==> src/rtl/fetch_unit.sv <==
// Instruction fetch unit: owns the fetch address, reads program bytes over a req/ack
// handshake into a small prefetch FIFO and presents the head byte to the controller.
module fetch_unit #(
    parameter int unsigned DEPTH    = 2,
    parameter logic [15:0] RESET_PC = 16'h0000
) (
    input  logic        clk_i,
    input  logic        rst_ni,
    input  logic        fetch_i,
    input  logic        pc_load_i,
    input  logic [15:0] pc_in_i,
    output logic [7:0]  instr_o,
    output logic        instr_valid_o,
    output logic [15:0] pc_o,
    output logic        mem_req_o,
    output logic [15:0] mem_addr_o,
    input  logic        mem_ack_i,
    input  logic [7:0]  mem_data_i
);

    localparam int unsigned CntW = $clog2(DEPTH + 1);

    typedef enum logic [1:0] {StIdle, StBusy, StDrop} state_e;

    state_e          state_q, state_d;
    logic [15:0]     fetch_pc_q, fetch_pc_d;
    logic            mem_req_q, mem_req_d;
    logic [15:0]     mem_addr_q, mem_addr_d;
    logic [CntW-1:0] count_q, count_d;
    logic [CntW-1:0] wr_idx;
    logic [7:0]      buf_data_q [DEPTH];
    logic [7:0]      buf_data_d [DEPTH];
    logic [15:0]     buf_addr_q [DEPTH];
    logic [15:0]     buf_addr_d [DEPTH];
    logic [7:0]      instr_q, instr_d;
    logic [15:0]     pc_q, pc_d;
    logic            valid_q, valid_d;
    logic            ack, push, pop, issue_ok;

    // Acks that arrive with no request outstanding are ignored.
    assign ack  = mem_ack_i & mem_req_q;
    assign pop  = fetch_i & valid_q;
    assign push = ack & (state_q == StBusy) & ~pc_load_i;

    // Shift-register FIFO: entry 0 is always the head.
    always_comb begin
        buf_data_d = buf_data_q;
        buf_addr_d = buf_addr_q;
        count_d    = count_q;
        wr_idx     = count_q - CntW'(pop);
        if (pop) begin
            for (int unsigned i = 0; i + 1 < DEPTH; i++) begin
                buf_data_d[i] = buf_data_q[i+1];
                buf_addr_d[i] = buf_addr_q[i+1];
            end
        end
        if (push) begin
            for (int unsigned i = 0; i < DEPTH; i++) begin
                if (CntW'(i) == wr_idx) begin
                    buf_data_d[i] = mem_data_i;
                    buf_addr_d[i] = mem_addr_q;
                end
            end
        end
        count_d = count_q + CntW'(push) - CntW'(pop);
        if (pc_load_i) begin
            count_d = '0;
        end
    end

    // Head registers keep their last value once the FIFO drains.
    always_comb begin
        valid_d = (count_d != '0);
        instr_d = valid_d ? buf_data_d[0] : instr_q;
        pc_d    = valid_d ? buf_addr_d[0] : pc_q;
    end

    always_comb begin
        state_d    = state_q;
        mem_req_d  = mem_req_q;
        mem_addr_d = mem_addr_q;
        fetch_pc_d = fetch_pc_q;
        issue_ok   = (count_d < CntW'(DEPTH));
        if (pc_load_i) begin
            fetch_pc_d = pc_in_i;
        end else if (push) begin
            fetch_pc_d = fetch_pc_q + 16'd1;
        end
        // A new request is registered as soon as one may be issued, so it is visible next cycle.
        case (state_q)
            StIdle: begin
                if (issue_ok) begin
                    state_d    = StBusy;
                    mem_req_d  = 1'b1;
                    mem_addr_d = fetch_pc_d;
                end
            end
            StBusy: begin
                if (pc_load_i && !ack) begin
                    state_d = StDrop;
                end else if (ack) begin
                    if (issue_ok) begin
                        mem_addr_d = fetch_pc_d;
                    end else begin
                        state_d   = StIdle;
                        mem_req_d = 1'b0;
                    end
                end
            end
            StDrop: begin
                if (ack) begin
                    if (issue_ok) begin
                        state_d    = StBusy;
                        mem_addr_d = fetch_pc_d;
                    end else begin
                        state_d   = StIdle;
                        mem_req_d = 1'b0;
                    end
                end
            end
            default: begin
                state_d   = StIdle;
                mem_req_d = 1'b0;
            end
        endcase
    end

    always_ff @(posedge clk_i or negedge rst_ni) begin
        if (!rst_ni) begin
            state_q    <= StIdle;
            fetch_pc_q <= RESET_PC;
            mem_req_q  <= 1'b0;
            mem_addr_q <= RESET_PC;
            count_q    <= '0;
            instr_q    <= 8'h00;
            pc_q       <= RESET_PC;
            valid_q    <= 1'b0;
            for (int unsigned i = 0; i < DEPTH; i++) begin
                buf_data_q[i] <= 8'h00;
                buf_addr_q[i] <= 16'h0000;
            end
        end else begin
            state_q    <= state_d;
            fetch_pc_q <= fetch_pc_d;
            mem_req_q  <= mem_req_d;
            mem_addr_q <= mem_addr_d;
            count_q    <= count_d;
            instr_q    <= instr_d;
            pc_q       <= pc_d;
            valid_q    <= valid_d;
            buf_data_q <= buf_data_d;
            buf_addr_q <= buf_addr_d;
        end
    end

    assign instr_o       = instr_q;
    assign instr_valid_o = valid_q;
    assign pc_o          = pc_q;
    assign mem_req_o     = mem_req_q;
    assign mem_addr_o    = mem_addr_q;

endmodule

==> config.mk <==
export PLATFORM = sky130hd
export DESIGN_NAME = fetch_unit
export DESIGN_NICKNAME = d
export VERILOG_FILES = /design/src/rtl/fetch_unit.sv
export SDC_FILE = /design/constraint.sdc
export NUM_CORES = 1
export LEC_CHECK = 0
export CORE_ASPECT_RATIO = 0.7
export CORE_MARGIN = 4
export CORE_UTILIZATION = 57
export CTS_BUF_LIST = sky130_fd_sc_hd__clkbuf_4 sky130_fd_sc_hd__clkbuf_8 sky130_fd_sc_hd__clkbuf_16
export DETAILED_ROUTE_END_ITERATION = 10
export DONT_BUFFER_PORTS = 1
export PLACE_DENSITY = 0.75
export SLEW_MARGIN = 20
export SYNTH_ARGS = -nofsm -noshare
export SYNTH_HDL_FRONTEND = slang
export SYNTH_SLANG_ARGS = --single-unit
==> constraint.sdc <==
create_clock -name clk_i -period 3.17 [get_ports clk_i]
set_clock_uncertainty 0.1 [all_clocks]
set_input_delay 0.634 -clock clk_i [delete_from_list [all_inputs] [get_ports clk_i]]
set_output_delay 0.634 -clock clk_i [all_outputs]
set_load 0.01 [all_outputs]
---- Word level (Yosys, flattened, before mapping) ----
Index checks and enable logic that the tools add are counted.
storage, ports and cells
  register bits ........................... 110
  input bits .............................. 29
  output and inout bits ................... 42
  logic and storage cells ................. 67
cells by class
  $add $sub $neg .......................... 4
  order comparisons ....................... 1
  eq/ne operators ......................... 8
  mux-type cells .......................... 27
  bitwise operators ....................... 5
  reduce and logical (&&, ||, !) cells .... 10
operators by type and width
  cell                                               count
  2-to-1 mux 16 bit                                  9
  case mux 16 bit (3 select lines)                   1
  2-to-1 mux 32 bit                                  1
  2-to-1 mux 8 bit                                   3
  adder 16 x 1 -> 16 bit, second input constant      1
  2-to-1 mux 2 bit                                   6
  != test 2 bit, second input constant               3
  != test 3 x 2 -> 1 bit, second input constant      2
  case mux 2 bit (3 select lines)                    1
  AND reduction 2 bit                                3
  2-to-1 mux 1 bit                                   5
  AND 1 bit                                          4
  zero test 2 bit                                    2
  AND reduction 4 bit                                1
  subtractor 2 x 1 -> 2 bit                          2
  case mux 1 bit (3 select lines)                    1
  nonzero test 3 bit                                 1
  adder 2 x 1 -> 2 bit                               1
  == test 1 x 2 -> 1 bit, first input constant       1
  == test 2 x 1 -> 1 bit, second input constant      1
  == test 2 bit, second input constant               1
  less-than comparator 2 bit, second input constant  1
  nonzero test 2 bit                                 1
  logical AND 1 bit                                  1
  other kinds (2)                                    2

---- Logic depth before layout (Yosys ltp) ----
  depth in word-level cells ............... 11
  gate-level depth with buffers ........... 14

---- Least setup slack after synthesis ----
OpenSTA, ideal clock, no wires.
  path kind ............................... input port to flip-flop
  start ................................... input fetch_i
  end ..................................... register instr_q[2] (netlist: instr_o[2])
  setup time .............................. 125 ps
  data arrival time ....................... 3,194 ps
  required time ........................... 2,945 ps
  slack ................................... -249 ps
  stages on the path ...................... 12
  cells stage by stage .................... nand2_1 > clkbuf_1 > inv_1 > ha_1 > inv_1 > ha_1 > xnor3_1 > or2_2 > nand2b_1 > clkbuf_1 > buf_2 > mux2_2
between the ends
  longest elaborated chain between the ends .. 5
  elaborated cells between the ends (all ways) .. 9
  those cells by class .................... add/sub (2); mux (4); bitwise (1); reduce/logical (2)
ends and longest elaborated chain
  item                       line  RTL
  from (decl)                9     input logic fetch_i,
  AND 1 bit *                42    assign pop = fetch_i & valid_q;
  subtractor 2 x 1 -> 2 bit  50    wr_idx = count_q - CntW'(pop);
  zero test 2 bit            59    if (CntW'(i) == wr_idx) begin
  2-to-1 mux 8 bit           59
  2-to-1 mux 16 bit          57    if (push) begin
  to (signal assigned)       148   instr_q <= instr_d;
  to (decl)                  35    logic [7:0] instr_q, instr_d;
Every way passes the cells marked *; elsewhere a longest branch is shown, timed or not.
A chain may end at the register's enable or synchronous reset.

---- Worst setup path after layout ----
  start ................................... register state_q[1]
  end ..................................... register pc_q[9] (netlist: pc_o[9])
between the ends
  longest elaborated chain between the ends .. 7
  elaborated cells between the ends (all ways) .. 8
  those cells by class .................... add/sub (2); eq/ne (1); mux (2); bitwise (2); reduce/logical (1)
ends and longest elaborated chain
  item                       line  RTL
  from (decl)                25    state_e state_q, state_d;
  from (signal assigned)     130   state_q <= StIdle;
  from (signal assigned)     143   state_q <= state_d;
  == test 2 x 1 -> 1 bit *   43    assign push = ack & (state_q == StBusy) & ~pc_load_i;
  AND 1 bit * (2 in series)  43
  adder 2 x 1 -> 2 bit       65    count_d = count_q + CntW'(push) - CntW'(pop);
  subtractor 2 x 1 -> 2 bit  65
  2-to-1 mux 2 bit           66    if (pc_load_i) begin
  nonzero test 2 bit         73    valid_d = (count_d != '0);
  to (signal assigned)       149   pc_q <= pc_d;
  to (decl)                  36    logic [15:0] pc_q, pc_d;
Marks and branches as above.

==> flow_summary.ini <==
[floorplan]
die_area_mm2 = 0.0103
ioPinCount = 71
die_w_um = 120
core-area_mm2 = 0.00848
num_rows = 28
die_h_um = 86.3
start_util_pct = 58.9

[routing]
avgRoutedWirePerCell_um = 19.6
dr.pass1.iters = 4
first_iter_violations = 230
drc_errors = 0
via_per_inst = 5.94
drt-total-wl_um = 10200
via_count = 3077
final_antenna_net_count = 0

[critical_path]
crit_chain = inv_1 -> ha_1 -> and4b_2 -> inv_2 -> ha_1 -> inv_1 -> ha_1 -> xnor3_1 -> or2_2 -> nand2b_1 -> buf_4 -> mux2_2
critPathMostFrequentCell = ha_1
ff2ff_setup_slack_ns = 0.18
r2r_start = state_q[1]
worstReg2RegEnd = pc_o[9]
cpPeakStageDelay_ns = 0.40
reg2reg_depth = 12
crit_required_ns = 3.30
path_class = flop to flop
arrival_ns = 3.12
critPathCaptureType = flop
path_max_fanout = 13
slowest_stage = dfrtp_1
crit_path_start_kind = flop

[timing]
fin_crit_ns = 2.99
setup-tns-final_ns = 0
rsz0062_at_grt = false
slew_viol_final = 0
hold_viol = 110
fin_worst_hold_slack_ns = -0.116
setup_viol = 0
fmax_ghz = 0.334
worst_pin_slew_ns = 0.649
maxSlewHeadroom_pct = 56.3
finalCritPeriodShare_pct = 94.3

[grt]
track_usage_pct = 20.9
grt_pass1_wl_um = 16700
antenna_found_initial = 0
overflow = 0
grt_pass1_vias = 3198
grt_max_degree = 111

[place]
dp_hpwl_um = 6910
portBuffers = 0
gp_congestion = 0.833
placed_cell_area_mm2 = 0.00519

[synthesis]
ys_ff_latch = 110
synth_area_per_cell_um2 = 12.8
synth_top_area_share_pct = 55.1
yosysUniqueCellTypes = 42
ys_warn_count = 0
synth.most_common_cell = dfrtp_1
ys_seq_area_share_pct = 55.1
synth_edf_count = 0
synthFlopType = dfrtp_1
synthCells = 389
synth_area_mm2 = 0.00499
yosys-top-cells-area = dfrtp_1 (55%), mux2_2 (23%), ha_1 (2.0%)
yosysTopAreaCell = dfrtp_1
synth-async-reset-ratio_pct = 100
yosys-top-cells-count = dfrtp_1 (110), mux2_2 (103), nand2_1 (21)
synth_fp_nets = 426

[outcome]
outcome = finished with violations
violations = hold timing

[clock_tree]
clk_pin_slew_ns = 0.07
cts_root_buf = clkbuf_16
htree_levels = 3
clkLatencyLatePin_ns = 0.35
cts.path.max_buffers = 2
cts_inserted_buffers = 9
cts.sinks = 110
tritoncts = done
post-cts-setup-buffer-count = 0

[power_and_ir_drop]
power.density_mw_per_mm2 = 918
power_frac_clock_pct = 22.8
pwr-share-seq_pct = 46.5
p_comb_share_pct = 30.7
p_leak_uw = 0.00253
p_sw_uw = 1630
p_int_uw = 3420
peakVddDrop_v = 0.000422
finalPower_uw = 5050
p_sw_share_pct = 32.3

[layout]
post-route-cell-area_mm2 = 0.00550
diodes = 0
area_growth_pct = 10.0
drive_above_1_share_pct = 34.9
fin_nets = 430

[worst_hold_path]
hold_class = input port to asynchronous set/reset pin

[run]
maxCapViolations = 0
[worst max-delay path by stage]
stage	slack, ns	end	depth (start not counted)	start
6_report	0.18	pc_o[9]	12	state_q[1]
4_1_cts	0.15	pc_o[9]	12	state_q[1]
3_5_place_dp	0.14	pc_o[9]	10	pc_load_i
3_3_place_gp	0.25	pc_o[4]	10	pc_load_i
2_1_floorplan	0.08	instr_o[2]	12	fetch_i
5_1_grt	0.01	pc_o[6]	12	state_q[1]
[routing by layer]
| metal | up-vias | share of wire, % | track usage, % |
|---|---|---|---|
| li1 | 1415 | - | - |
| met1 | 1554 | 46 | 29.9 |
| met2 | 89 | 45 | 31.1 |
| met3 | 19 | 7.1 | 5.94 |
| met4 | 0 | 1.8 | 7.07 |
| met5 | - | 0 | 0 |
[placed cells by master, fill, tap and decap left out, types with 2 or more instances in the layout]
cell / instances
a21oi_1: 6
a221oi_1: 2
a31oi_1: 2
and2_1: 2
buf_12: 2
buf_4: 10
clkbuf_16: 9
clkinv_2: 2
dfrtp_1: 110
ha_1: 8
inv_1: 13
inv_6: 2
mux2_2: 103
mux2i_1: 5
nand2_1: 21
nand2b_1: 3
nand3_1: 7
nand4_1: 4
nor2_1: 12
nor2b_1: 4
nor3_1: 4
nor3b_1: 2
nor4_1: 7
o2111ai_1: 3
o211ai_1: 5
o21ai_0: 11
o2bb2ai_1: 2
o31a_1: 4
o31ai_1: 4
or2_2: 2
or3_1: 2
or4_1: 4
xnor2_1: 4
xor2_1: 3
[critical path, delay by kind of cell (launching register included)]
| kind | cells | cell delay (ns) |
|---|---|---|
| and+or+nand+nor | 3 | 0.70 |
| adders and majority gates | 3 | 0.59 |
| buffers and inverters | 4 | 0.46 |
| DFF | 1 | 0.40 |
| muxes | 1 | 0.37 |
| xor gates and xnor gates | 1 | 0.23 |
[state kept, by name, summed over array words and instances (netlist names)]
signal / flops
buf_addr_q: 32
buf_data_q: 16
count_q: 2
fetch_pc_q: 16
instr_o: 8
instr_valid_o: 1
mem_addr_o: 16
mem_req_o: 1
pc_o: 16
state_q: 2
[per-stage QoR]
step	cells	utilization [%]	setup WS, ns	hold slack (ns)
floorplan	389	-	0.0767	0.238
global placement	502	61.2	0.248	0.243
detailed placement	502	61.2	0.141	0.243
CTS	518	64.8	0.152	-0.130
global route	518	64.8	0.0128	-0.142
finish	518	64.8	0.180	-0.116
[power by group through the flow]
stage                     Clock, µW  Sequential (µW)  Combinational, µW
after floorplan                   0             2260               1200
after global routing           1240             2420               1710
after detailed placement          0             2380               1550
final                          1150             2350               1550
after global placement            0             2350               1490
after CTS                      1170             2360               1560
[kinds of logic (layout without fill, tap and decap cells)]
family / Yosys count / in the layout / share of synthesized area (%)
fa+ha+maj: 8 / 8 / 2.00
buf+inv: 33 / 42 / 2.63
compound gates: 44 / 44 / 6.16
mux: 108 / 108 / 24.2
flops: 110 / 110 / 55.1
xor+xnor: 8 / 8 / 1.68
simple gates: 78 / 78 / 8.17
[layout make-up]
| class | instances | area, µm² |
|---|---|---|
| clock buffer | 10 | 239 |
| sequential | 110 | 2750 |
| timing repair buffer | 12 | 115 |
| multi-input combinational | 246 | 2120 |
| tap | 120 | 150 |
| fill | 637 | 2980 |
| clock inverter | 6 | 66.3 |
| inverter | 14 | 52.6 |
[repair_timing]
action | 4_1_cts | 5_1_grt
setup endpoints to repair | 0 | 6
hold endpoints to repair | 110 | 110
gates resized for setup | 0 | 1
Note: power is estimated with default switching activity, not from simulation.
